File: src/rtl/rv32_pkg.sv
// Shared RV32 core types: FSM state encoding, datapath width and reset PC.
// Pure definitions; no logic, no latency, no flow control.
package rv32_pkg;
    localparam int XLEN = 32;
    localparam logic [XLEN-1:0] RESET_PC_DEFAULT = 32'h0000_0000;

    typedef enum logic [1:0] {
        IDLE  = 2'd0,
        FETCH = 2'd1,
        EXEC  = 2'd2,
        TRAP  = 2'd3
    } state_t;
endpackage

File: src/rtl/pc_sequencer_next_pc_sel.sv
// Next-PC priority mux (jalr > jal > taken branch > sequential) with misalign flag.
// Purely combinational, zero latency; no flow control.
module next_pc_sel
    import rv32_pkg::*;
(
    input  logic            jalr,
    input  logic            jal,
    input  logic            branch_taken,
    input  logic [XLEN-1:0] sb_target,
    input  logic [XLEN-1:0] uj_target,
    input  logic [XLEN-1:0] jalr_target,
    input  logic [XLEN-1:0] seq_target,
    output logic [XLEN-1:0] next_pc,
    output logic            misalign
);
    always_comb begin
        next_pc = seq_target;
        if (jalr) begin
            next_pc    = jalr_target;
            next_pc[0] = 1'b0;
        end else if (jal) begin
            next_pc = uj_target;
        end else if (branch_taken) begin
            next_pc = sb_target;
        end
    end

    // Bit 0 is always zero for legal targets, so only bit 1 can misalign.
    assign misalign = next_pc[1];
endmodule

File: src/rtl/pc_sequencer.sv
// Fetch/next-PC controller: owns the PC, runs the imem handshake, retires one instruction at a time.
// Fetch waits on imem_ready (min 1 cycle); EXEC holds instr until instr_accept; TRAP is terminal until rst.
module pc_sequencer
    import rv32_pkg::*;
#(
    parameter logic [XLEN-1:0] RESET_PC     = RESET_PC_DEFAULT,
    parameter logic [XLEN-1:0] INSTRET_INIT = '0
) (
    input  logic            clk,
    input  logic            rst,
    output logic            imem_req,
    output logic [XLEN-1:0] imem_addr,
    input  logic            imem_ready,
    input  logic [XLEN-1:0] imem_rdata,
    output logic            instr_valid,
    output logic [XLEN-1:0] instr,
    output logic [XLEN-1:0] instr_pc,
    input  logic            instr_accept,
    input  logic            branch_taken,
    input  logic            jal,
    input  logic            jalr,
    input  logic [XLEN-1:0] sb_target,
    input  logic [XLEN-1:0] uj_target,
    input  logic [XLEN-1:0] jalr_target,
    output logic [XLEN-1:0] pc_plus4,
    output logic            trap_misalign,
    output logic [XLEN-1:0] instret
);
    state_t          state, state_nxt;
    logic [XLEN-1:0] pc;
    logic [XLEN-1:0] next_pc;
    logic            misalign;
    logic            fetch_done;
    logic            retire;
    logic            trap_hit;

    assign pc_plus4 = instr_pc + 32'd4;

    next_pc_sel u_next_pc_sel (
        .jalr         (jalr),
        .jal          (jal),
        .branch_taken (branch_taken),
        .sb_target    (sb_target),
        .uj_target    (uj_target),
        .jalr_target  (jalr_target),
        .seq_target   (pc_plus4),
        .next_pc      (next_pc),
        .misalign     (misalign)
    );

    always_ff @(posedge clk or posedge rst) begin
        if (rst) state <= IDLE;
        else     state <= state_nxt;
    end

    always_comb begin
        state_nxt   = state;
        imem_req    = 1'b0;
        instr_valid = 1'b0;
        fetch_done  = 1'b0;
        retire      = 1'b0;
        trap_hit    = 1'b0;
        case (state)
            IDLE: state_nxt = FETCH;
            FETCH: begin
                imem_req = 1'b1;
                if (imem_ready) begin
                    fetch_done = 1'b1;
                    state_nxt  = EXEC;
                end
            end
            EXEC: begin
                instr_valid = 1'b1;
                if (instr_accept) begin
                    if (misalign) begin
                        trap_hit  = 1'b1;
                        state_nxt = TRAP;
                    end else begin
                        retire    = 1'b1;
                        state_nxt = FETCH;
                    end
                end
            end
            TRAP:    state_nxt = TRAP;
            default: state_nxt = IDLE;
        endcase
    end

    assign imem_addr = pc;

    always_ff @(posedge clk or posedge rst) begin
        if (rst) begin
            pc            <= RESET_PC;
            instr         <= '0;
            instr_pc      <= '0;
            trap_misalign <= 1'b0;
            instret       <= INSTRET_INIT;
        end else begin
            if (fetch_done) begin
                instr    <= imem_rdata;
                instr_pc <= pc;
            end
            if (retire) begin
                pc      <= next_pc;
                instret <= instret + 32'd1;
            end
            if (trap_hit) trap_misalign <= 1'b1;
        end
    end
endmodule

File: config.mk
export PLATFORM = sky130hd
export DESIGN_NAME = pc_sequencer
export DESIGN_NICKNAME = d
export VERILOG_FILES = /design/src/rtl/rv32_pkg.sv /design/src/rtl/pc_sequencer_next_pc_sel.sv /design/src/rtl/pc_sequencer.sv
export SDC_FILE = /design/constraint.sdc
export NUM_CORES = 1
export LEC_CHECK = 0
export BUFFER_PORTS_ARGS = -buffer_cell sky130_fd_sc_hd__buf_4
export CORE_ASPECT_RATIO = 0.8
export CORE_MARGIN = 5
export CORE_UTILIZATION = 43
export CTS_CLUSTER_DIAMETER = 30
export CTS_CLUSTER_SIZE = 12
export DETAILED_ROUTE_END_ITERATION = 10
export PLACE_DENSITY = 0.85
export SLEW_MARGIN = 25
export SYNTH_ARGS = -nofsm -noshare
export SYNTH_HDL_FRONTEND = slang
export SYNTH_SLANG_ARGS = --single-unit
File: constraint.sdc
create_clock -name clk -period 3.4 [get_ports clk]
set_input_delay 0 -clock clk [delete_from_list [all_inputs] [get_ports clk]]
set_output_delay 0 -clock clk [all_outputs]
set_load 0.02 [all_outputs]
# Word-level counts from Yosys, hierarchy flattened

Index checks and enable logic that the tools add are counted.

Register bits after elaboration: 131
Input bits: 135
Output and inout port bits: 163
Word-level logic and storage cells: 32

$add $sub $neg: 2
Equal/unequal tests: 5
Muxes and demuxes: 17
Reduce and logical (&&, ||, !) cells: 2

Operators by type and width:

| kind                                           | count |
|---|---|
| 2-to-1 mux 32 bit                              | 3 |
| adder 32 x 1 -> 32 bit (second input constant) | 1 |
| adder 32 x 3 -> 32 bit (second input constant) | 1 |
| 2-to-1 mux 1 bit                               | 10 |
| one-hot mux 2 bit (4 select lines)             | 1 |
| 2-to-1 mux 2 bit                               | 3 |
| == test 2 bit (second input constant)          | 2 |
| != test 2 bit (second input constant)          | 2 |
| == test 2 x 1 -> 1 bit (second input constant) | 1 |
| logical NOT 2 bit                              | 1 |
| AND reduction 2 bit                            | 1 |

# Longest topological paths before layout

Depth after elaboration: 7
Mapped depth: 8
Mapped depth without buffers: 6

# Hierarchy

From an unflattened synthesis, not the netlist that was laid out.

Cell total of the unflattened synthesis: 574
Area, all modules: 7075.5 µm²

Modules (own cells, without submodules):

| module       | instances | cells each | area an instance (µm²) | sequential area each (µm²) |
|---|---|---|---|---|
| pc_sequencer | 1         | 427        | 5771.8                 | 3278.1 |
| next_pc_sel  | 1         | 147        | 1303.8                 | 0.0 |

# Least setup slack after synthesis

OpenSTA, ideal clock, no wires.

Kind: register -> register
Start: register instr_pc[2]
End: register pc[28] (netlist: imem_addr[28])
Library setup time: 0.082 ns
Arrival time: 2.290 ns
Data required time: 3.318 ns
Slack: 1.028 ns
Stages on the path, launching flop included: 7
Path buffers: 0
Clock period less this slack: 2.372 ns
Cells stage by stage: dfrtp_1 -> ha_1 -> nand4_1 -> or4_4 -> nor4_4 -> mux2_1 -> a31oi_1

Cells in the longest elaborated chain, start to end: 4

RTL lines:

| item                   | RTL line                       | RTL |
|---|---|---|
| from (decl)            | pc_sequencer.sv:17             | `output logic [XLEN-1:0] instr_pc,` |
| from (signal assigned) | pc_sequencer.sv:101            | `instr_pc <= pc;` |
| adder 32 x 3 -> 32 bit | pc_sequencer.sv:37             | `assign pc_plus4 = instr_pc + 32'd4;` |
| 2-to-1 mux 32 bit      | pc_sequencer_next_pc_sel.sv:23 | `end else if (branch_taken) begin` |
| 2-to-1 mux 32 bit      | pc_sequencer_next_pc_sel.sv:21 | `end else if (jal) begin` |
| 2-to-1 mux 32 bit      | pc_sequencer_next_pc_sel.sv:18 | `if (jalr) begin` |
| to (signal assigned)   | pc_sequencer.sv:104            | `pc <= next_pc;` |
| to (decl)              | pc_sequencer.sv:30             | `logic [XLEN-1:0] pc;` |

Every way passes these cells.
A chain may end at the register's enable or synchronous reset.

# Worst setup path in the final report

Start: register instr_pc[2]
End: register pc[16] (netlist: imem_addr[16])

Same word-level chain as after synthesis.

==> reports/metrics.cfg <==
[synth]
netlist.area_leader.share=0.483
muxShareOfSynthArea=0.121
synthSimpleGateAreaFrac=0.170
synth-edff-count=0
ys_seq_elements=131
synth_compound_area_frac=0.113
syn_area_per_cell_sq_um=10.5
syn_area_sq_um=6790
synthTopCellsByArea=dfrtp_1, mux2_2, xnor2_1
yosys_warnings=0
synth_area_leader_cell=dfrtp_1
ys_seq_area_frac=0.483
synthArstFlopShare=1.00
synth_xor_area_frac=0.0761
synth_nets=785
synth_top_family_by_area=simple AND/OR/NAND/NOR gates
synth_flop_cell=dfrtp_1
synthAdderAreaFrac=0.00368
synthDistinctLibCells=61
synth_cells=648

[placed_design]
dp_hpwl_um=17000
gp_congestion=0.846
io_buffers=296

[setup_path]
rrSetupSlack_ns=0.13
cp_max_fo=8
crit_family=buffers and inverters
worstPathRequired_ns=3.69
worstReg2RegEnd=imem_addr[16]$_DFFE_PP0P_
max_stage_delay_ns=0.59
critical_path_buf_inv_count=2
start_kind=flip-flop
endpoint_kind=flip-flop
r2r_cells=8
cp_slowest_cell=dlygate4sd3_1
r2r_start=instr_pc[2]$_DFFE_PP0P_
crit_path_cell_trace=ha_1 > nand4_1 > nor4_1 > xor2_1 > a222oi_1 > dlygate4sd3_1 > a21oi_1 > dlygate4sd3_1
cp_common_cell=dlygate4sd3_1
critPathKind=flip-flop to flip-flop
cp.depth=8
cp.arrival_ns=3.56
endpoint=imem_addr[16]$_DFFE_PP0P_
startpoint=instr_pc[2]$_DFFE_PP0P_

[sta]
relSlewSlack=0.486
setup_viol=0
fin_skew_ns=0.0114
final_max_slew_viol_count=0
final_hold_viol_count=0
fin_crit_sh=0.961
tightest_slew_ns=0.769
fmax_mhz=306
rsz0062_at_grt=false
fin_crit_ns=3.27
final.setup.tns_ns=0

[status]
outcome=finished, final reports clean

[final_layout]
fin_util=0.681
drive_gt1_frac=0.406
area_growth_pct=56.9
final_nets=1152
diodes=0

[pwr]
leakagePower_nw=5.18
p_per_area_nw_per_um2=685
ir_drop_uv=424
p_total_mw=7.30

[floorplan]
rows=41
die_y_um=122
die_w_um=151
core_sq_um=15600
die-area_sq_um=18400
pin_count=298
initial_core_util=0.434

[clocking]
cts_tree=built
ctsResizeCount=0
clockBufferDepth=2
clk_latency_ns=0.41
numCtsBuffers=17
holdBufCountCts=83
clkTransAtPathRegs_ns=0.06
cts.htree.levels=4
cts-root-buf=clkbuf_16
clock-sinks=131
postCtsSetupBuffers=0

[job]
drv_cap=0

[route]
ant_nets=0
drc_errors=0
vias=6807
routed_wl_um=25000
drt_first_pass_iters=5
detail_route.iter0.violations=421
viasPerCell=5.48
wl_per_cell_um=20.1

[min_path]
hold_class=primary input to flip-flop

[grt]
grt_pass1_wl_um=38200
grt_start_max_net_pins=60
overflow=0
grt_pass1_vias=6929
antenna_found_initial=0
grt_use_total=0.267

cells by family (layout without fill, tap and decap cells):
family,count (synthesis),count (layout)
muxes,73,73
AOI/OAI and AO/OA,112,112
and+or+nand+nor,218,218
adders and majority gates,2,2
buffers and inverters,53,433
xor gates and xnor gates,59,59
DFF,131,131
worst min-delay path: cells and delay by family:
kind	cells	cell delay (ns)
mux	1	0.07
buf+inv	1	0.08
compound gates	2	0.21
simple gates	1	0.04
report_power, final:
group / internal, mW / leakage (nW) / total [mW] / switching [mW]
clock: 1.18 / 0.302 / 1.93 / 0.756
combinational: 1.36 / 3.16 / 2.83 / 1.47
sequential: 2.03 / 1.71 / 2.54 / 0.505
total: 4.57 / 5.18 / 7.30 / 2.73
registers in the layout, summed over array words and instances, names as in the netlist:
signal	flops
imem_addr	32
instr	32
instr_pc	32
instret	32
state	2
trap_misalign	1
through the flow:
stage | hold slack (ns) | setup slack [ns] | cell area, sq um | instances
after floorplan | 0.151 | 1.03 | 6800 | 648
after global placement | 0.174 | 0.746 | 9200 | 1128
after detailed placement | 0.180 | 0.699 | 9200 | 1128
after CTS | 0.00406 | 0.218 | 10700 | 1243
after global routing | 0.0531 | 0.0225 | 10700 | 1243
final | 0.0182 | 0.131 | 10700 | 1243
cells in the mapped netlist (11+ instances only):
cell / instances
dfrtp_1: 131
mux2_2: 64
nand2_1: 61
nor2_1: 43
xnor2_1: 38
o21ai_0: 32
clkbuf_1: 31
nand3_1: 22
nand4_1: 21
xor2_1: 21
a21oi_1: 19
nor3_1: 14
inv_1: 11
worst min-delay path by stage:
stage,from,end,slack (ns),depth (start not counted)
2_1_floorplan,imem_rdata[26],instr[26]$_DFFE_PP0P_,0.15,1
6_report,uj_target[3],imem_addr[3]$_DFFE_PP0P_,0.02,5
5_1_grt,jalr_target[28],imem_addr[28]$_DFFE_PP0P_,0.05,4
4_1_cts,jalr_target[28],imem_addr[28]$_DFFE_PP0P_,0.004,4
3_3_place_gp,rst,instr[22]$_DFFE_PP0P_,0.17,2
3_5_place_dp,rst,instr[18]$_DFFE_PP0P_,0.18,2
cell usage in the layout, fill, tap and decap left out, types with 4 or more instances in the layout:
cell type      Yosys  final
clkbuf_16          0     17
or3_1              8      8
a221oi_1           8      8
a221o_1            9      9
o22ai_1            8      8
nand2_1           61     61
nand4_1           21     21
nand3_1           22     22
and4_1             8      8
inv_6              0      7
xor2_1            21     21
mux2i_1            7      7
o21ai_0           32     32
xnor2_1           38     38
mux2_2            64     64
o31ai_1            4      4
dfrtp_1          131    131
inv_1             11     10
a21oi_1           19     19
nor3_1            14     14
dlygate4sd3_1      0     83
and3_1            10     10
buf_4              2    306
nor2_1            43     43
nor4_1             5      5
per-layer routing:
layer | share of wire | vias up | global-route usage
met3 | 0.087 | 47 | 0.0764
met2 | 0.49 | 337 | 0.454
met5 | 0 | - | 0
met4 | 0.025 | 0 | 0.0846
met1 | 0.40 | 3330 | 0.329
li1 | - | 3093 | -
final cells by class:
type	instances	area [sq um]
multi-input cells	464	3290
inverters	11	45.0
clock buffers	17	425
repair buffers	390	3150
well taps	215	269
flip-flops and latches	131	3280
fillers	1148	4990
clock inverters	15	193
Power figures use the tool's default switching activity.
